[config.mk]
export PLATFORM = sky130hd
export DESIGN_NAME = mod_counter
export DESIGN_NICKNAME = d
export VERILOG_FILES = /design/src/rtl/mod_counter_pkg.sv /design/src/rtl/mod_counter_clk_en_div.sv /design/src/rtl/mod_counter.sv
export SDC_FILE = /design/constraint.sdc
export NUM_CORES = 1
export LEC_CHECK = 0
export ABC_AREA = 1
export ABC_CLOCK_PERIOD_IN_PS = 1550
export CAP_MARGIN = 10
export CELL_PAD_IN_SITES_DETAIL_PLACEMENT = 1
export CELL_PAD_IN_SITES_GLOBAL_PLACEMENT = 1
export CORE_MARGIN = 5
export CORE_UTILIZATION = 30
export CTS_CLUSTER_DIAMETER = 200
export DETAILED_ROUTE_END_ITERATION = 7
export PLACE_DENSITY = 0.83
export SYNTH_ARGS = -nofsm -noshare
export SYNTH_HDL_FRONTEND = slang
export SYNTH_SLANG_ARGS = --single-unit
[constraint.sdc]
create_clock -name clk -period 1.55 [get_ports clk]
set_clock_uncertainty 0.05 [all_clocks]
set_input_delay 0.31 -clock clk [delete_from_list [all_inputs] [get_ports clk]]
set_output_delay 0.31 -clock clk [all_outputs]
set_load 0.01 [all_outputs]
[src/rtl/mod_counter_pkg.sv]
// Shared types and helpers for the modulo counter and its enable divider.
// The priority encoding makes the clr > load > count > hold order explicit in one place.
package mod_counter_pkg;

    typedef enum logic [1:0] {
        PRIO_HOLD  = 2'd0,
        PRIO_COUNT = 2'd1,
        PRIO_LOAD  = 2'd2,
        PRIO_CLR   = 2'd3
    } prio_e;

    // Ceiling log2; sizes the prescaler counter (value >= 2 yields >= 1 bit).
    function automatic int clog2(input longint unsigned value);
        int result;
        result = 0;
        while ((64'd1 << result) < value) begin
            result = result + 1;
        end
        return result;
    endfunction

endpackage

[src/rtl/mod_counter_clk_en_div.sv]
// Gated-enable prescaler: emits a one-cycle tick every PRESCALE enabled cycles.
// The clock itself is never divided, so downstream logic stays on clk.
module mod_counter_clk_en_div
    import mod_counter_pkg::*;
#(
    parameter int unsigned PRESCALE = 1
) (
    input  logic clk,
    input  logic rst,
    input  logic en,
    input  logic clr,
    output logic tick
);

    generate
        if (PRESCALE == 1) begin : g_direct
            logic unused_inputs;
            assign unused_inputs = &{1'b0, clk, rst, clr};
            assign tick = en;
        end else begin : g_div
            localparam int PW = clog2(64'(PRESCALE));
            localparam logic [PW-1:0] LAST = PW'(PRESCALE - 1);

            logic [PW-1:0] pcnt_q;
            logic [PW-1:0] pcnt_d;

            // Holds while en is low, so a paused enable delays the tick cycle-for-cycle.
            always_comb begin
                pcnt_d = pcnt_q;
                if (clr) begin
                    pcnt_d = '0;
                end else if (en) begin
                    pcnt_d = (pcnt_q == LAST) ? '0 : pcnt_q + PW'(1);
                end
            end

            always_ff @(posedge clk or negedge rst) begin
                if (!rst) begin
                    pcnt_q <= '0;
                end else begin
                    pcnt_q <= pcnt_d;
                end
            end

            assign tick = en & (pcnt_q == LAST);
        end
    endgenerate

endmodule

[src/rtl/mod_counter.sv]
// Modulo up/down counter with load/clear, prescaled enable and cascade outputs.
// tc is combinational so a chained stage steps on the same edge this stage wraps.
module mod_counter
    import mod_counter_pkg::*;
#(
    parameter int unsigned     WIDTH    = 8,
    parameter longint unsigned MODULUS  = 10,
    parameter int unsigned     PRESCALE = 1,
    parameter longint unsigned INIT     = 0
) (
    input  logic             clk,
    input  logic             rst,
    input  logic             en,
    input  logic             up,
    input  logic             clr,
    input  logic             load,
    input  logic [WIDTH-1:0] load_val,
    output logic [WIDTH-1:0] q,
    output logic             tc,
    output logic             wrap
);

    localparam int              WP1      = WIDTH + 1;
    localparam logic [WIDTH-1:0] MAX_VAL  = WIDTH'(MODULUS - 1);
    localparam logic [WIDTH-1:0] INIT_VAL = WIDTH'(INIT);
    localparam logic [WP1-1:0]  MOD_EXT  = WP1'(MODULUS);

    logic [WIDTH-1:0] count_q;
    logic [WIDTH-1:0] count_d;
    logic             wrap_q;
    logic             wrap_d;
    logic             tick;
    logic             at_top;
    logic             at_zero;
    logic [WIDTH-1:0] load_clamped;
    prio_e            sel;

    // Prescaler restarts its period on either clear or load.
    mod_counter_clk_en_div #(
        .PRESCALE (PRESCALE)
    ) u_div (
        .clk  (clk),
        .rst  (rst),
        .en   (en),
        .clr  (clr | load),
        .tick (tick)
    );

    assign at_top  = (count_q == MAX_VAL);
    assign at_zero = (count_q == '0);

    // Compare one bit wider so MODULUS == 2**WIDTH never clamps.
    assign load_clamped = ({1'b0, load_val} >= MOD_EXT) ? MAX_VAL : load_val;

    always_comb begin
        if (clr) begin
            sel = PRIO_CLR;
        end else if (load) begin
            sel = PRIO_LOAD;
        end else if (tick) begin
            sel = PRIO_COUNT;
        end else begin
            sel = PRIO_HOLD;
        end
    end

    always_comb begin
        count_d = count_q;
        wrap_d  = 1'b0;
        case (sel)
            PRIO_CLR: begin
                count_d = '0;
            end
            PRIO_LOAD: begin
                count_d = load_clamped;
            end
            PRIO_COUNT: begin
                if (up) begin
                    count_d = at_top ? '0 : count_q + WIDTH'(1);
                    wrap_d  = at_top;
                end else begin
                    count_d = at_zero ? MAX_VAL : count_q - WIDTH'(1);
                    wrap_d  = at_zero;
                end
            end
            default: begin
                count_d = count_q;
            end
        endcase
    end

    always_ff @(posedge clk or negedge rst) begin
        if (!rst) begin
            count_q <= INIT_VAL;
            wrap_q  <= 1'b0;
        end else begin
            count_q <= count_d;
            wrap_q  <= wrap_d;
        end
    end

    assign tc   = (sel == PRIO_COUNT) & (up ? at_top : at_zero);
    assign q    = count_q;
    assign wrap = wrap_q;

endmodule

# After elaboration in Yosys (flattened, before gate mapping)
# Index checks and enable logic that the tools add are counted.
totals:
  ff_bits: 9
  output_inout_bits: 10
  wordCells: 22
op_classes:
  add_sub_neg: 2
  n_lt_le_gt_ge: 1
  eq_ne: 4
  muxes: 10
  bitwise: 1
  reduce_logical: 2
ops:
  columns: ["op", "count"]
  rows:
  - ["2-to-1 mux 8 bit", 4]
  - ["one-hot mux 8 bit (3 select lines)", 1]
  - ["adder 8 x 1 -> 8 bit, second input constant", 1]
  - ["equality test 8 x 4 -> 1 bit, second input constant", 1]
  - [">= comparator 8 x 4 -> 1 bit, second input constant", 1]
  - ["zero test 8 bit", 1]
  - ["subtractor 8 x 1 -> 8 bit, second input constant", 1]
  - ["equality test 2 bit, second input constant", 2]
  - ["2-to-1 mux 2 bit", 2]
  - ["2-to-1 mux 1 bit", 3]
  - ["nonzero test 3 bit", 1]
  - ["equality test 2 x 1 -> 1 bit, second input constant", 1]
  - ["AND 1 bit", 1]

# Longest topological paths before layout
# Gate-level depths: netlist (run 1).
logic_depth:
  word_depth: 5
  mapped_depth: 10
  ltp_nobuf: 10

# Cells and area by module
# From an unflattened synthesis (run 1), not the netlist that was laid out.
unflattened:
  hier_cells: 147
  area_unflattened_um2: 978.4
by_module_without_submodules:
  columns: ["module", "instances", "cells_each", "area_per_inst_um2", "seq_area_each_um2"]
  rows:
  - ["mod_counter", 1, 146, 970.9, 225.2]
  - ["mod_counter_clk_en_div", 1, 1, 7.5, 0.0]

# Worst setup path before layout (run 1)
# Ideal clock, no wire load.
synth_timing:
  kind: "register to output"
  from: "reg count_q[1], in the netlist q[1]"
  to: "out tc"
  arrival_ns: 1.321
  required_time_ns: 1.190
  slack_ns: -0.131
  stages_incl_launch_ff: 7
  path_buffers: 0
  cell_sequence: "dfrtp_1 -> inv_1 -> ha_1 -> nand3_1 -> nor2_4 -> nand2_2 -> a21oi_1"
synth_via:
  elab_chain_len: 3
synth_lines:
  columns: ["element", "line_no", "text"]
  rows:
  - ["from (decl)", "mod_counter.sv:28", "logic [WIDTH-1:0] count_q;"]
  - ["from (signal assigned)", "mod_counter.sv:97", "count_q <= count_d;"]
  - ["equality test 8 x 4 -> 1 bit / zero test 8 bit (equally long branches)", "mod_counter.sv:49, mod_counter.sv:50", null]
  - ["2-to-1 mux 1 bit (*)", "mod_counter.sv:102", "assign tc = (sel == PRIO_COUNT) & (up ? at_top : at_zero);"]
  - ["AND 1 bit (*)", "mod_counter.sv:102", null]
  - ["to (decl)", "mod_counter.sv:19", "output logic tc,"]
# Every way passes the cells marked *; elsewhere a longest branch is shown, timed or not.

# Worst setup path after layout (run 1)
# Ends and elaborated chain as after synthesis.

==> results of run 1 <==
kinds of logic after synthesis:
family | Yosys count | share of synthesized area [%]
AO/OA/AOI/OAI | 17 | 9.262
XOR/XNOR | 3 | 2.629
adder cells (fa/ha/maj) | 7 | 8.761
buffers and inverters | 24 | 11.76
flip-flops | 9 | 22.53
AND/OR/NAND/NOR | 94 | 45.06
state kept, by name (all words and copies together) (netlist names):
| name | flops |
|---|---|
| q | 8 |
| wrap | 1 |
synth_stat cells (all sizes together), types with 2 or more instances:
cell    n  area (µm²)
a21oi   5       28.78
nand4   3       18.77
buf     5       46.29
nand2  47       186.4
o21ai  10       50.04
dfrtp   9       225.2
nor2   21       113.9
xor2    2       17.52
ha      7       87.58
inv    19       71.31
nand3  22       125.1
routing by layer:
metal | vias to the layer above | share of wire (%)
met5 | - | 0
met3 | 22 | 3.8
li1 | 604 | -
met1 | 637 | 34
met2 | 39 | 57
met4 | 0 | 5.5
area by class of cell:
class | count | area (µm²) | area share, %
clock buffers | 4 | 26.28 | 1.488
flip-flops and latches | 9 | 229.0 | 12.97
well taps | 46 | 57.56 | 3.260
multi-input cells | 121 | 883.3 | 50.04
repair buffers | 57 | 495.5 | 28.07
inverters | 19 | 73.82 | 4.181
worst min-delay path by stage:
stage,start,end,slack (ns),depth (start not counted)
4_1_cts,rst,q[6]$_DFFE_PN0P_,0.32,1
2_1_floorplan,rst,q[0]$_DFFE_PN0P_,-0.04,0
3_5_place_dp,q[7]$_DFFE_PN0P_,q[7]$_DFFE_PN0P_,0.55,3
5_1_grt,rst,q[6]$_DFFE_PN0P_,0.31,1
3_3_place_gp,q[7]$_DFFE_PN0P_,q[7]$_DFFE_PN0P_,0.54,3
6_report,rst,q[2]$_DFFE_PN0P_,0.29,1
what timing repair did:
| item | 4_1_cts | 5_1_grt |
|---|---|---|
| cloned | 0 | 0 |
| setup endpoints to repair | 17 | 12 |
| buffers inserted | 8 | 7 |
| resized for setup | 56 | 27 |
| pin swaps | 19 | 17 |
stage by stage:
step	setup TNS, ns	hold WS (ns)	utilization, %
2_1_floorplan	0	-0.03559	-
4_1_cts	-0.4165	0.3200	50.74
3_5_place_dp	-5.235	0.5505	44.15
6_report	-0.7586	0.2892	53.75
5_1_grt	-1.243	0.3084	53.75
3_3_place_gp	-4.193	0.5372	44.15
report_power, final:
group / switching [mW] / leakage [nW] / internal, mW / total (mW)
Combinational: 0.267 / 0.683 / 0.232 / 0.499
Clock: 0.110 / 0.0150 / 0.100 / 0.210
Sequential: 0.0124 / 0.119 / 0.246 / 0.258
==> out/metrics.cfg, run 1 <==
[logic_synthesis]
ys_ff_latch = 9
netlist_instances = 154
synth_enable_flop_cells = 0
yosysSeqAreaShare_pct = 22.53
synth_fp_nets = 175
synth_ff_type = dfrtp_1
synth_cell_types = 24
synth.avg_cell_area_um2 = 6.492
synth_warnings = 0
ys_async_sr_fraction_pct = 100.0
synth_area_um2 = 999.7

[critical_path]
cp.arrival_ns = 1.50
r2r_start = q[0]$_DFFE_PN0P_
path_cells = inv_4 > ha_4 > nand3_4 > nor2_4 > nand2_4 > a21oi_4 > buf_6
reg2reg_depth = 11
worstSetupPathDepth = 7
criticalPathCategory = register to output port
worst_path_largest_cell_delay_ns = 0.43
crit_family = flip-flops
end_kind = output port
r2r_slack_ns = -0.13
worstPathRequired_ns = 1.19
slowest_stage = dfrtp_2
path_buf_inv = 2
reg2reg_to = q[3]$_DFFE_PN0P_
cp-endpoint = tc
crit_fanout = 3
startpoint_type = register
critical_path.startpoint = q[1]$_DFFE_PN0P_

[clock_tree]
postCtsHoldBufs = 0
root_buffer = clkbuf_4
cts_inserted_buffers = 3
clk_pin_slew_ns = 0.07
cts_tree = yes
clock_latency_ns = 0.29
cts_max_path_buffers = 2
htreeDepth = 1
cts_sinks = 9

[finish]
diodes = 0
drive_gt1_share_pct = 46.19
final_cells = 256
fillCellCount = 415
layout_commonest_cell = nand2_1
layout_common_cells = nand2_1 (38), buf_4 (28), nand3_1 (14), inv_1 (11)
final_area_um2 = 1765
syn2layout_area_growth_pct = 76.60
num-nets-final = 232

[placed_design]
gp_congestion = 0.8241
dp_cells = 244
dp_hpwl_mm = 3.091
dp_slack_ns = -0.7546
dpl_cell_area_um2 = 1450
numPortBuffers = 23

[floorplan]
die_h_um = 67.73
pin_count = 24
dieWidth_um = 67.73
initial_core_util_pct = 30.44
row_count = 21
dieArea_um2 = 4587
core-area_um2 = 3284

[power]
p_leak_nw = 0.8169
ir_drop_mv = 0.2570
power_density_nw_per_um2 = 547.6
totalPowerFinal_mw = 0.9668

[global_routing]
grt.busiest_layer = met2
groute.usage.overall_pct = 21.10
met2_usage_pct = 42.28
grt_pass1_vias = 1428
use_met3_pct = 3.993
grt_pass1_wl_mm = 7.044
grt_antenna_before_repair = 0
grt_overflow = 0
grt_start_max_net_pins = 10
use_met1_pct = 20.28

[timing]
worst_slew_pin_slew_ns = 0.4651
setup_viol = 9
maxSlewViolCount = 0
fmax_mhz = 537.2
setup_ws_ns = -0.3115
relSlewSlack_pct = 68.89
hold_viol = 0
finalCritPeriodShare_pct = 120.1
rsz0062_at_grt = true
period_needed_ns = 1.862

[routing]
vias = 1302
viasPerCell = 5.086
wl_per_cell_um = 17.90
dr.pass1.iters = 4
dr.first_iter.drc_count = 54
antenna_left = 0
drc_errors = 0
drt-total-wl_mm = 4.583

[outcome]
status = complete, but fails checks
violations = negative setup slack

[worst_hold_path]
hold_class = input port to async pin

[run]
max_cap_violations = 0

Power figures use the tool's default switching activity.
==> run 2: changes to the inputs <==
- CTS_CLUSTER_DIAMETER: 200 -> 150
==> results of run 2 <==
The final DEF is identical to that of run 1; final timing and power are the same.
